## config.mk

```make
export PLATFORM = sky130hd
export DESIGN_NAME = uart_cmd_responder_flat
export DESIGN_NICKNAME = d
export VERILOG_FILES = /design/src/rtl/uart_cmd_pkg.sv /design/src/rtl/uart_cmd_responder_if.sv /design/src/rtl/uart_cmd_alu.sv /design/src/rtl/uart_cmd_responder.sv /design/src/flat_wrapper.sv
export SDC_FILE = /design/constraint.sdc
export NUM_CORES = 1
export LEC_CHECK = 0
export BUFFER_PORTS_ARGS = -buffer_cell sky130_fd_sc_hd__buf_2
export CAP_MARGIN = 20
export CORE_UTILIZATION = 53
export DETAILED_ROUTE_END_ITERATION = 10
export GPL_ROUTABILITY_DRIVEN = 1
export HOLD_SLACK_MARGIN = 0.15
export PLACE_DENSITY = 0.72
export SYNTH_ARGS = -nofsm -noshare
export SYNTH_HDL_FRONTEND = slang
export SYNTH_SLANG_ARGS = --single-unit
```

## constraint.sdc

```tcl
create_clock -name clk -period 2.6 [get_ports clk]
set_input_delay 0 -clock clk [delete_from_list [all_inputs] [get_ports clk]]
set_output_delay 0 -clock clk [all_outputs]
set_load 0.02 [all_outputs]
```

## src/rtl/uart_cmd_pkg.sv

```systemverilog
// Shared types for the UART command responder: opcodes, status codes, FSM states.
// Latency: n/a (types and constants only).
// Backpressure: n/a.
// Optional feature macro UART_CMD_CHECKSUM_EN adds the checksum-byte state.
package uart_cmd_pkg;

    typedef enum logic [1:0] {
        OP_NOP = 2'd0,
        OP_ADD = 2'd1,
        OP_SUB = 2'd2
    } operation_t;

    localparam logic [7:0] ST_OK     = 8'h00;
    localparam logic [7:0] ST_CARRY  = 8'h01;
    localparam logic [7:0] ST_BADCHK = 8'h40;
    localparam logic [7:0] ST_BADOP  = 8'h80;

    typedef enum logic [3:0] {
        S_IDLE,
        S_GET_A,
        S_GET_B,
`ifdef UART_CMD_CHECKSUM_EN
        S_GET_CHK,
`endif
        S_EXEC,
        S_SEND_STAT,
        S_WAIT_STAT,
        S_SEND_RES,
        S_WAIT_RES
    } state_t;

    // Expected checksum byte of a frame: XOR of opcode and both operands.
    function automatic logic [7:0] frame_chk(input logic [7:0] op, input logic [7:0] a,
                                             input logic [7:0] b);
        return op ^ a ^ b;
    endfunction

endpackage

```

## src/rtl/uart_cmd_responder_if.sv

```systemverilog
// Byte-level link between the responder and the UART wrapper (rx side and tx handshake).
// Latency: n/a (wires only).
// Backpressure: tx_busy from the wrapper holds off the next tx_valid.
// Ports: rx_data/rx_valid (received byte, done strobe), tx_data/tx_valid (send request),
//        tx_busy (transmitter busy). master = responder side, slave = UART wrapper side.
interface uart_cmd_responder_if;
    logic [7:0] rx_data;
    logic       rx_valid;
    logic [7:0] tx_data;
    logic       tx_valid;
    logic       tx_busy;

    modport master (
        input  rx_data,
        input  rx_valid,
        input  tx_busy,
        output tx_data,
        output tx_valid
    );

    modport slave (
        output rx_data,
        output rx_valid,
        output tx_busy,
        input  tx_data,
        input  tx_valid
    );
endinterface

```

## src/rtl/uart_cmd_alu.sv

```systemverilog
// Combinational executor for one command: opcode/A/B -> result byte and status byte.
// Latency: 0 cycles (result registered by the caller in its EXEC state).
// Backpressure: none.
// Ports: op, a, b in (8 bits each); result, status out (8 bits each).
module uart_cmd_alu
    import uart_cmd_pkg::*;
(
    input  logic [7:0] op,
    input  logic [7:0] a,
    input  logic [7:0] b,
    output logic [7:0] result,
    output logic [7:0] status
);

    logic [8:0] sum;
    logic [8:0] diff;

    always_comb begin
        sum    = {1'b0, a} + {1'b0, b};
        diff   = {1'b0, a} - {1'b0, b};
        result = 8'h00;
        status = ST_BADOP;
        // Any set bit above the operation field makes the opcode invalid.
        if (op[7:2] == 6'd0) begin
            case (operation_t'(op[1:0]))
                OP_NOP: begin
                    result = a;
                    status = ST_OK;
                end
                OP_ADD: begin
                    result = sum[7:0];
                    status = sum[8] ? ST_CARRY : ST_OK;
                end
                OP_SUB: begin
                    // Bit 8 of the 9-bit difference is the borrow (A < B).
                    result = diff[7:0];
                    status = diff[8] ? ST_CARRY : ST_OK;
                end
                default: begin
                    result = 8'h00;
                    status = ST_BADOP;
                end
            endcase
        end
    end

endmodule

```

## src/rtl/uart_cmd_responder.sv

```systemverilog
// Frames received bytes into commands, executes them and sends a status+result reply.
// Latency: tx_valid rises 2 cycles after the strobe of the last frame byte.
// Backpressure: each reply byte is held on tx_valid until tx_busy is seen, then waits for tx_busy low.
// Ports: clk, rst_n (async active-low); bus (uart_cmd_responder_if.master); busy, last_status,
//        timeout_flag, rx_drop status outputs. Param TIMEOUT_CYCLES = max inter-byte gap.
// Optional: define UART_CMD_CHECKSUM_EN for a 4-byte frame with trailing op^A^B checksum.
module uart_cmd_responder
    import uart_cmd_pkg::*;
#(
    parameter int TIMEOUT_CYCLES = 104160
) (
    input  logic                   clk,
    input  logic                   rst_n,
    uart_cmd_responder_if.master   bus,
    output logic                   busy,
    output logic [7:0]             last_status,
    output logic                   timeout_flag,
    output logic                   rx_drop
);

    localparam int              CNT_W    = $clog2(TIMEOUT_CYCLES + 1);
    localparam logic [CNT_W-1:0] CNT_LAST = CNT_W'(TIMEOUT_CYCLES - 1);
    localparam logic [CNT_W-1:0] CNT_ONE  = CNT_W'(1);

    state_t           state;
    logic             rx_valid_q;
    logic             rx_stb;
    logic [CNT_W-1:0] gap_cnt;
    logic             in_frame;
    logic             expired;
    logic [7:0]       op_q;
    logic [7:0]       a_q;
    logic [7:0]       b_q;
    logic [7:0]       res_q;
    logic [7:0]       stat_q;
    logic [7:0]       tx_data_q;
    logic             tx_valid_q;
    logic [7:0]       alu_res;
    logic [7:0]       alu_stat;
    logic [7:0]       exec_res;
    logic [7:0]       exec_stat;
`ifdef UART_CMD_CHECKSUM_EN
    logic [7:0]       chk_q;
`endif

    // The receiver holds out_RXNE high for a while; only its rising edge marks a new byte.
    assign rx_stb = bus.rx_valid & ~rx_valid_q;

`ifdef UART_CMD_CHECKSUM_EN
    assign in_frame = (state == S_GET_A) || (state == S_GET_B) || (state == S_GET_CHK);
`else
    assign in_frame = (state == S_GET_A) || (state == S_GET_B);
`endif
    assign expired  = in_frame && (gap_cnt == CNT_LAST);

    assign busy        = (state != S_IDLE);
    assign bus.tx_data  = tx_data_q;
    assign bus.tx_valid = tx_valid_q;

    uart_cmd_alu u_alu (
        .op     (op_q),
        .a      (a_q),
        .b      (b_q),
        .result (alu_res),
        .status (alu_stat)
    );

    // A bad checksum overrides whatever the ALU reports, including a bad opcode.
    always_comb begin
        exec_res  = alu_res;
        exec_stat = alu_stat;
`ifdef UART_CMD_CHECKSUM_EN
        if (chk_q != frame_chk(op_q, a_q, b_q)) begin
            exec_res  = 8'h00;
            exec_stat = ST_BADCHK;
        end
`endif
    end

    // Inter-byte gap counter: only runs while a frame is partially received.
    always_ff @(posedge clk or negedge rst_n) begin
        if (!rst_n) begin
            rx_valid_q <= 1'b0;
            gap_cnt    <= '0;
        end else begin
            rx_valid_q <= bus.rx_valid;
            if (!in_frame || rx_stb) begin
                gap_cnt <= '0;
            end else begin
                gap_cnt <= gap_cnt + CNT_ONE;
            end
        end
    end

    always_ff @(posedge clk or negedge rst_n) begin
        if (!rst_n) begin
            state        <= S_IDLE;
            op_q         <= 8'h00;
            a_q          <= 8'h00;
            b_q          <= 8'h00;
`ifdef UART_CMD_CHECKSUM_EN
            chk_q        <= 8'h00;
`endif
            res_q        <= 8'h00;
            stat_q       <= 8'h00;
            tx_data_q    <= 8'h00;
            tx_valid_q   <= 1'b0;
            last_status  <= 8'h00;
            timeout_flag <= 1'b0;
            rx_drop      <= 1'b0;
        end else begin
            case (state)
                S_IDLE: begin
                    if (rx_stb) begin
                        op_q  <= bus.rx_data;
                        state <= S_GET_A;
                    end
                end
                // Expiry is tested before the strobe so a byte landing on the
                // expiry cycle is discarded along with the partial frame.
                S_GET_A: begin
                    if (expired) begin
                        timeout_flag <= 1'b1;
                        state        <= S_IDLE;
                    end else if (rx_stb) begin
                        a_q   <= bus.rx_data;
                        state <= S_GET_B;
                    end
                end
                S_GET_B: begin
                    if (expired) begin
                        timeout_flag <= 1'b1;
                        state        <= S_IDLE;
                    end else if (rx_stb) begin
                        b_q   <= bus.rx_data;
`ifdef UART_CMD_CHECKSUM_EN
                        state <= S_GET_CHK;
`else
                        state <= S_EXEC;
`endif
                    end
                end
`ifdef UART_CMD_CHECKSUM_EN
                S_GET_CHK: begin
                    if (expired) begin
                        timeout_flag <= 1'b1;
                        state        <= S_IDLE;
                    end else if (rx_stb) begin
                        chk_q <= bus.rx_data;
                        state <= S_EXEC;
                    end
                end
`endif
                S_EXEC: begin
                    res_q      <= exec_res;
                    stat_q     <= exec_stat;
                    tx_data_q  <= exec_stat;
                    // Do not raise a request into a transmitter that is still busy.
                    tx_valid_q <= ~bus.tx_busy;
                    state      <= S_SEND_STAT;
                end
                S_SEND_STAT: begin
                    if (tx_valid_q && bus.tx_busy) begin
                        tx_valid_q <= 1'b0;
                        state      <= S_WAIT_STAT;
                    end else if (!tx_valid_q && !bus.tx_busy) begin
                        tx_valid_q <= 1'b1;
                    end
                end
                S_WAIT_STAT: begin
                    if (!bus.tx_busy) begin
                        tx_data_q  <= res_q;
                        tx_valid_q <= 1'b1;
                        state      <= S_SEND_RES;
                    end
                end
                S_SEND_RES: begin
                    if (tx_valid_q && bus.tx_busy) begin
                        tx_valid_q <= 1'b0;
                        state      <= S_WAIT_RES;
                    end else if (!tx_valid_q && !bus.tx_busy) begin
                        tx_valid_q <= 1'b1;
                    end
                end
                S_WAIT_RES: begin
                    if (!bus.tx_busy) begin
                        last_status  <= stat_q;
                        timeout_flag <= 1'b0;
                        state        <= S_IDLE;
                    end
                end
                default: begin
                    tx_valid_q <= 1'b0;
                    state      <= S_IDLE;
                end
            endcase

            // Bytes arriving while a command executes or replies are lost; flag it.
            if (rx_stb && (state != S_IDLE) && !in_frame) begin
                rx_drop <= 1'b1;
            end
        end
    end

endmodule

```

## src/flat_wrapper.sv

```systemverilog
// flat-port wrapper written by rule: the top's interface ports become plain ports
module uart_cmd_responder_flat import uart_cmd_pkg::*;
#(
    parameter int TIMEOUT_CYCLES = 104160
)
  (clk, rst_n, busy, last_status, timeout_flag, rx_drop, bus_rx_data, bus_rx_valid, bus_tx_busy, bus_tx_data, bus_tx_valid);
  uart_cmd_responder_if bus_i ();
  input  logic clk;
  input  logic rst_n;
  output logic busy;
  output logic [7:0] last_status;
  output logic timeout_flag;
  output logic rx_drop;
  input wire logic [$bits(bus_i.rx_data)-1:0] bus_rx_data;
  input wire logic [$bits(bus_i.rx_valid)-1:0] bus_rx_valid;
  input wire logic [$bits(bus_i.tx_busy)-1:0] bus_tx_busy;
  output wire logic [$bits(bus_i.tx_data)-1:0] bus_tx_data;
  output wire logic [$bits(bus_i.tx_valid)-1:0] bus_tx_valid;
  assign bus_i.rx_data = bus_rx_data;
  assign bus_i.rx_valid = bus_rx_valid;
  assign bus_i.tx_busy = bus_tx_busy;
  assign bus_tx_data = bus_i.tx_data;
  assign bus_tx_valid = bus_i.tx_valid;
  uart_cmd_responder #(.TIMEOUT_CYCLES(TIMEOUT_CYCLES)) u_core (.clk(clk), .rst_n(rst_n), .bus(bus_i), .busy(busy), .last_status(last_status), .timeout_flag(timeout_flag), .rx_drop(rx_drop));
endmodule
```

# Word level (Yosys, flattened, before mapping)
# Cells that the tools add are included.
dict set report word_totals {
  output_inout_bits 20
  n_memories 0
  rom_bits 0
  regBits 81
  latchBits 0
  ramBits 0
  wordCells 93
  in_bits 12
}
dict set report classes {
  add_sub_neg 3
  div_mod_pow 0
  n_mux 26
  bitwise 5
  eq_ne 19
  n_shift 0
  n_reduce_logical 27
  n_lt_le_gt_ge 0
  mul 0
}
# op count
set ops {}
lappend ops {{one-hot mux 8 bit (3 select lines)} 2}
lappend ops {{two-way mux 4 bit} 9}
lappend ops {{one-hot mux 4 bit (8 select lines)} 1}
lappend ops {{two-way mux 8 bit} 3}
lappend ops {{adder 17 x 1 -> 17 bit (second input constant)} 1}
lappend ops {{equality test 17 bit (second input constant)} 1}
lappend ops {{two-way mux 17 bit} 1}
lappend ops {{equality test 4 x 3 -> 1 bit (second input constant)} 4}
lappend ops {{one-hot mux 8 bit (2 select lines)} 1}
lappend ops {{AND reduction 3 bit} 4}
lappend ops {{adder 8 x 8 -> 9 bit} 1}
lappend ops {{!= test 3 x 1 -> 1 bit (second input constant)} 3}
lappend ops {{subtractor 8 x 8 -> 9 bit} 1}
lappend ops {{equality test 4 x 2 -> 1 bit (second input constant)} 2}
lappend ops {{!= test 2 x 1 -> 1 bit (second input constant)} 4}
lappend ops {{two-way mux 1 bit} 7}
lappend ops {{AND reduction 7 bit} 1}
lappend ops {{logical NOT 6 bit} 1}
lappend ops {{AND reduction 2 bit} 3}
lappend ops {{logical AND 1 bit} 5}
lappend ops {{equality test 4 x 1 -> 1 bit (second input constant)} 1}
lappend ops {{logical NOT 4 bit} 1}
lappend ops {{!= test 2 bit (second input constant)} 2}
lappend ops {{NOT 1 bit} 4}
lappend ops {{12 further kinds} 17}

# Depth between registers and ports, before layout
dict set report logic_depth {
  word_depth 5
  ltp_mapped 9
  ltp_nobuf 9
}

# Modules after synthesis
# From an unflattened synthesis, not the netlist that was laid out.
dict set report unflattened {
  cells_unflattened 416
  hier_area_um2 4411.7
}
# module cells_each instances seq_area_each_um2 area_each_um2
set modules_own_cells {}
lappend modules_own_cells {uart_cmd_responder 264 1 2001.9 3420.8}
lappend modules_own_cells {uart_cmd_alu 152 1 0.0 991.0}

# Worst setup path after synthesis
# Ideal clock, no wire load.
dict set report synth_path {
  path_type {reg-to-reg}
  from {reg u_core.a_q[4]}
  to {reg u_core.tx_data_q[0] (netlist: u_core.bus.tx_data[0])}
  setup_time_ns 0.126
  required_ns 2.474
  path_stages_with_launch 9
  arrival_ns 1.920
  period_less_slack_ns 2.046
  path_slack_ns 0.554
  cell_sequence {dfrtp_1 -> ha_1 -> buf_2 -> nor2_1 -> a221oi_1 -> nand2_1 -> o311ai_0 -> a21oi_1 -> a221o_1}
}
dict set report synth_via {
  elab_chain_len 5
  word_cells_on_any_way 7
  classes_between {add/sub: 2; mux: 5}
}
# item line_no
set synth_lines {}
lappend synth_lines {{start, declared} uart_cmd_responder.sv:32} ;# logic [7:0] a_q;
lappend synth_lines {{start signal, assigned} uart_cmd_responder.sv:126} ;# a_q <= bus.rx_data;
lappend synth_lines {{subtractor 8 x 8 -> 9 bit / adder 8 x 8 -> 9 bit (equally long branches)} {uart_cmd_alu.sv:20, uart_cmd_alu.sv:19}}
lappend synth_lines {{two-way mux 1 bit, on equally long branches} {uart_cmd_alu.sv:37, uart_cmd_alu.sv:32}}
lappend synth_lines {{one-hot mux 8 bit (3 select lines) *} uart_cmd_alu.sv:25} ;# case (operation_t'(op[1:0]))
lappend synth_lines {{two-way mux 8 bit *} uart_cmd_alu.sv:24} ;# if (op[7:2] == 6'd0) begin
lappend synth_lines {{one-hot mux 8 bit (2 select lines) *} uart_cmd_responder.sv:112} ;# case (state)
lappend synth_lines {{end signal, assigned} uart_cmd_responder.sv:157} ;# tx_data_q <= exec_stat;
lappend synth_lines {{end signal, assigned} uart_cmd_responder.sv:172} ;# tx_data_q <= res_q;
lappend synth_lines {{end, declared} uart_cmd_responder.sv:36} ;# logic [7:0] tx_data_q;
# Every way passes the cells marked *; elsewhere a longest branch is shown, timed or not.
# A chain may end at the register's enable or synchronous reset.

# Worst setup path after layout
# Ends and elaborated chain as after synthesis.

==> impl_summary.md <==
Route
The violation count after the first detailed-routing iteration is 135. The detail route stage leaves a number of antenna-violating nets equal to 0. The total routed wirelength is around 7700 um. The routed length per instance is 15.0 um.

The number of vias per cell is 5.53. After detailed routing, the number of remaining DRC violations is 0. The via count is 2852.

The first detailed-routing pass ran for 4 iterations.

Clocking
The clock tree synthesis step divided the H-tree into 3 levels. The clock root buffer master is sky130_fd_sc_hd__clkbuf_8. The clock latency at the later pin of the worst-skew pair is about 0.34 ns. The clock transition at the registers of the reported paths is 0.07 ns.

TritonCTS created 9 clock buffers. The post-cts resize count is 0. The post-CTS setup buffer count is 0. The tree built by TritonCTS fans out to 68 sinks. TritonCTS built the clock tree. The maximum root-to-sink buffer count is 2.

The hold-fix buffer count after cts is 11.

Run
The number of maximum-capacitance violations is 0.

Placement
At the end of routability-driven placement, the weighted congestion stood at 0.894. The number of buffers added on ports is 25. The worst slack at placement is approximately 0.36 ns.

The placed instance count is 489. The wire-length estimate of the detail-placed layout is 5340 um. The instance area at placement is 3940 um2.

Synthesis
Of all cell types, the one taking the most synthesized area is sky130_fd_sc_hd__dfrtp_1. The count of unique library cells instantiated by Yosys is 53. In the synthesized netlist the dominant register cell turns out to be sky130_fd_sc_hd__dfrtp_1.

Of all flip-flops after synthesis, the portion carrying an async set or reset was 100%. In this run the cell area of the synthesized design comes to 3770 um2. The synthesized design contains 0 enable-type register cells. The sequential cell area fraction in the yosys report is between 40 and 50%. Counting instances in the post-synthesis netlist gives the leading cell types as sky130_fd_sc_hd__dfrtp_1, sky130_fd_sc_hd__nor2_1, sky130_fd_sc_hd__nand2_1. Summed over its instances, the top area cell type makes up 45.1% of the synthesized netlist area. Each instance of the synthesized netlist takes up on average 9.95 um2. After synthesis the netlist holds a flip-flop and latch count of 68. The most numerous cell in the Yosys netlist is sky130_fd_sc_hd__dfrtp_1. The cell count after synthesis is between 300 and 400.

Ranked by total cell area, the synthesized netlist is headed by sky130_fd_sc_hd__dfrtp_1, sky130_fd_sc_hd__ha_1, sky130_fd_sc_hd__nor2_1. The count of warnings emitted by yosys is 0.

STA
The total count of max-transition violations in the final report is 0. Setup violations remaining at the end of the flow were counted as 0. The final setup skew is about 0.011 ns. Across all setup checks in the final design, the least slack found is 0.352 ns. The final period demand of the worst path is 2.25 ns. The slew at the pin with the worst max-slew slack is 0.849 ns. Adding up every negative setup slack in the final design gives 0 ns. The worst hold slack after final layout is 0.347 ns. Setup repair after global routing left no endpoint under its margin. The total count of hold-check failures in the final report is 0. The portion of the clock cycle consumed by the worst path in the final layout is 86.5%.

Static timing analysis puts the maximum clock frequency at 445 MHz. The relative slew slack is 43.4%.

Critical path
The critical path contains buffers and inverters numbering 0 combined. By startpoint and endpoint, the worst setup path is classified as flop to flop. Broken down by cell family, the worst path's largest delay share belongs to compound AO/OA/AOI/OAI gates. The worst setup path is captured at a flop.

The required time at the endpoint of the critical path is 2.82 ns. Of all nets on the critical path, the largest fanout is 9. The kind of launch point of the worst setup path is a flop. On the critical path, the stage with the largest delay is an instance of sky130_fd_sc_hd__ha_1. Walking the worst path, the cells encountered are ha_1, nor2_1, a221oi_1, nand2_1, o311ai_0, a21oi_1, a221o_1.

The worst stage delay on the critical path is 0.45 ns. For the worst setup path, the data arrival time is 2.47 ns.

Die
The die span in y is 86.4 um. The die span in x is around 86 um. The initial core utilization is 55.2%.

The standard-cell row count is 30. Pin placement for this block handled 32 I/O pins. The area enclosed by the die boundary is around 7500 um2. The core region is 6830 um2.

Global routing
The first global-routing pass estimated 13100 um of wire. The total overflow left after global routing is 0. The overall track demand over capacity in global routing is between 20% and 30%. The number of global-route vias before repair is approximately 2700.

The largest net degree at the start of global routing is 69. The initial antenna violation count is 0.

Final layout
The area growth from synthesis to final layout is 11.9%. The layout cell share with drive strength beyond 1 is 16.2%. Summing all non-filler instances in the final layout gives an area of 4220 um2. The net total in the final layout is between 400 and 500. The number of filler cells placed in the layout is 615. The count of placed standard cells in the final layout, fillers left out is 516. The repair_antennas step left the layout with diodes totalling 0.

Pwr
In this run the static leakage power is 1.96 nW. In this run the power density over the cells is 1030 nW/um2. The worst voltage drop across the vdd grid is 0.389 mV.

Worst hold path
The worst min-delay path class is input pin to flop.

Run status
The run finished with clean final reports.
## through the flow
step	util, %	power, mW
floorplan	-	3.09
global placement	57.7	3.52
detailed placement	57.7	3.56
CTS	61.8	4.35
global route	61.8	4.69
finish	61.8	4.35
## cell type report
type / instances / area, um2 / share of cell area, %
Clock buffer: 11 / 141 / 3.35
Clock inverter: 5 / 27.5 / 0.652
Inverter: 20 / 75.1 / 1.78
Multi-Input combinational cell: 276 / 1890 / 44.8
Sequential cell: 68 / 1700 / 40.3
Tap cell: 96 / 120 / 2.85
Timing Repair Buffer: 40 / 265 / 6.29
## placed cells by master (no fill, tap or decap), types with 6 or more instances in the layout
| cell | n |
|---|---|
| sky130_fd_sc_hd__nand2_1 | 28 |
| sky130_fd_sc_hd__ha_1 | 18 |
| sky130_fd_sc_hd__xor2_1 | 12 |
| sky130_fd_sc_hd__nor2b_1 | 11 |
| sky130_fd_sc_hd__inv_1 | 20 |
| sky130_fd_sc_hd__a22o_1 | 8 |
| sky130_fd_sc_hd__a21oi_1 | 17 |
| sky130_fd_sc_hd__buf_2 | 25 |
| sky130_fd_sc_hd__nor3_1 | 8 |
| sky130_fd_sc_hd__o21ai_0 | 27 |
| sky130_fd_sc_hd__clkbuf_8 | 10 |
| sky130_fd_sc_hd__conb_1 | 6 |
| sky130_fd_sc_hd__nand3_1 | 13 |
| sky130_fd_sc_hd__nor2_1 | 36 |
| sky130_fd_sc_hd__dlygate4sd3_1 | 11 |
| sky130_fd_sc_hd__dfrtp_1 | 68 |
| sky130_fd_sc_hd__xnor2_1 | 6 |
| sky130_fd_sc_hd__nand2b_1 | 7 |
| sky130_fd_sc_hd__mux2_4 | 8 |
| sky130_fd_sc_hd__mux2_2 | 10 |
## power breakdown
| part | internal [mW] | switching (mW) | leakage (nW) | total (mW) |
|---|---|---|---|---|
| Clock | 0.366 | 0.390 | 0.0889 | 0.756 |
| Combinational | 0.845 | 1.10 | 0.985 | 1.95 |
| Sequential | 1.33 | 0.316 | 0.881 | 1.65 |
## metal layers
| layer | routed length (um) | vias up | track usage [%] |
|---|---|---|---|
| li1 | - | 1396 | - |
| met1 | 3820 | 1370 | 32.8 |
| met2 | 3460 | 74 | 33.5 |
| met3 | 330 | 12 | 4.00 |
| met4 | 110 | 0 | 8.03 |
| met5 | 0 | - | 0 |
## flip-flops by register name (all words and copies together), names as in the netlist, 2 cells and up
register / flops
u_core.res_q: 8
u_core.state: 3
u_core.last_status: 2
u_core.bus.tx_data: 8
u_core.op_q: 8
u_core.a_q: 8
u_core.b_q: 8
u_core.stat_q: 2
u_core.gap_cnt: 17
## kinds of logic (layout without fill, tap and decap cells)
| family | after synthesis | in the layout | share of synthesized area (%) |
|---|---|---|---|
| flip-flops | 68 | 68 | 45.1 |
| adder cells (fa/ha/maj) | 20 | 20 | 7.03 |
| AND/OR/NAND/NOR | 124 | 124 | 16.3 |
| buffers and inverters | 40 | 76 | 5.31 |
| other | 1 | 6 | 0.0994 |
| multiplexers | 19 | 19 | 6.44 |
| AO/OA/AOI/OAI | 89 | 89 | 15.5 |
| XOR/XNOR | 18 | 18 | 4.18 |
## final timing paths
| path | startpoint | to | slack, ns | cells after the start |
|---|---|---|---|---|
| min | bus_rx_valid | u_core.rx_valid_q$_DFF_PN0_ | 0.35 | 2 |
| max in group asynchronous | rst_n | u_core.a_q[3]$_DFFE_PN0P_ | 1.65 | 3 |
| min reg2reg | u_core.rx_drop$_DFFE_PN0P_ | u_core.rx_drop$_DFFE_PN0P_ | 0.47 | 1 |
| max reg2reg | u_core.a_q[4]$_DFFE_PN0P_ | u_core.bus.tx_data[0]$_DFFE_PN0P_ | 0.35 | 7 |
| max | u_core.a_q[4]$_DFFE_PN0P_ | u_core.bus.tx_data[0]$_DFFE_PN0P_ | 0.35 | 7 |
| min in group asynchronous | rst_n | u_core.state[2]$_DFFE_PN0P_ | 0.38 | 3 |
Power figures use the tool's default switching activity.
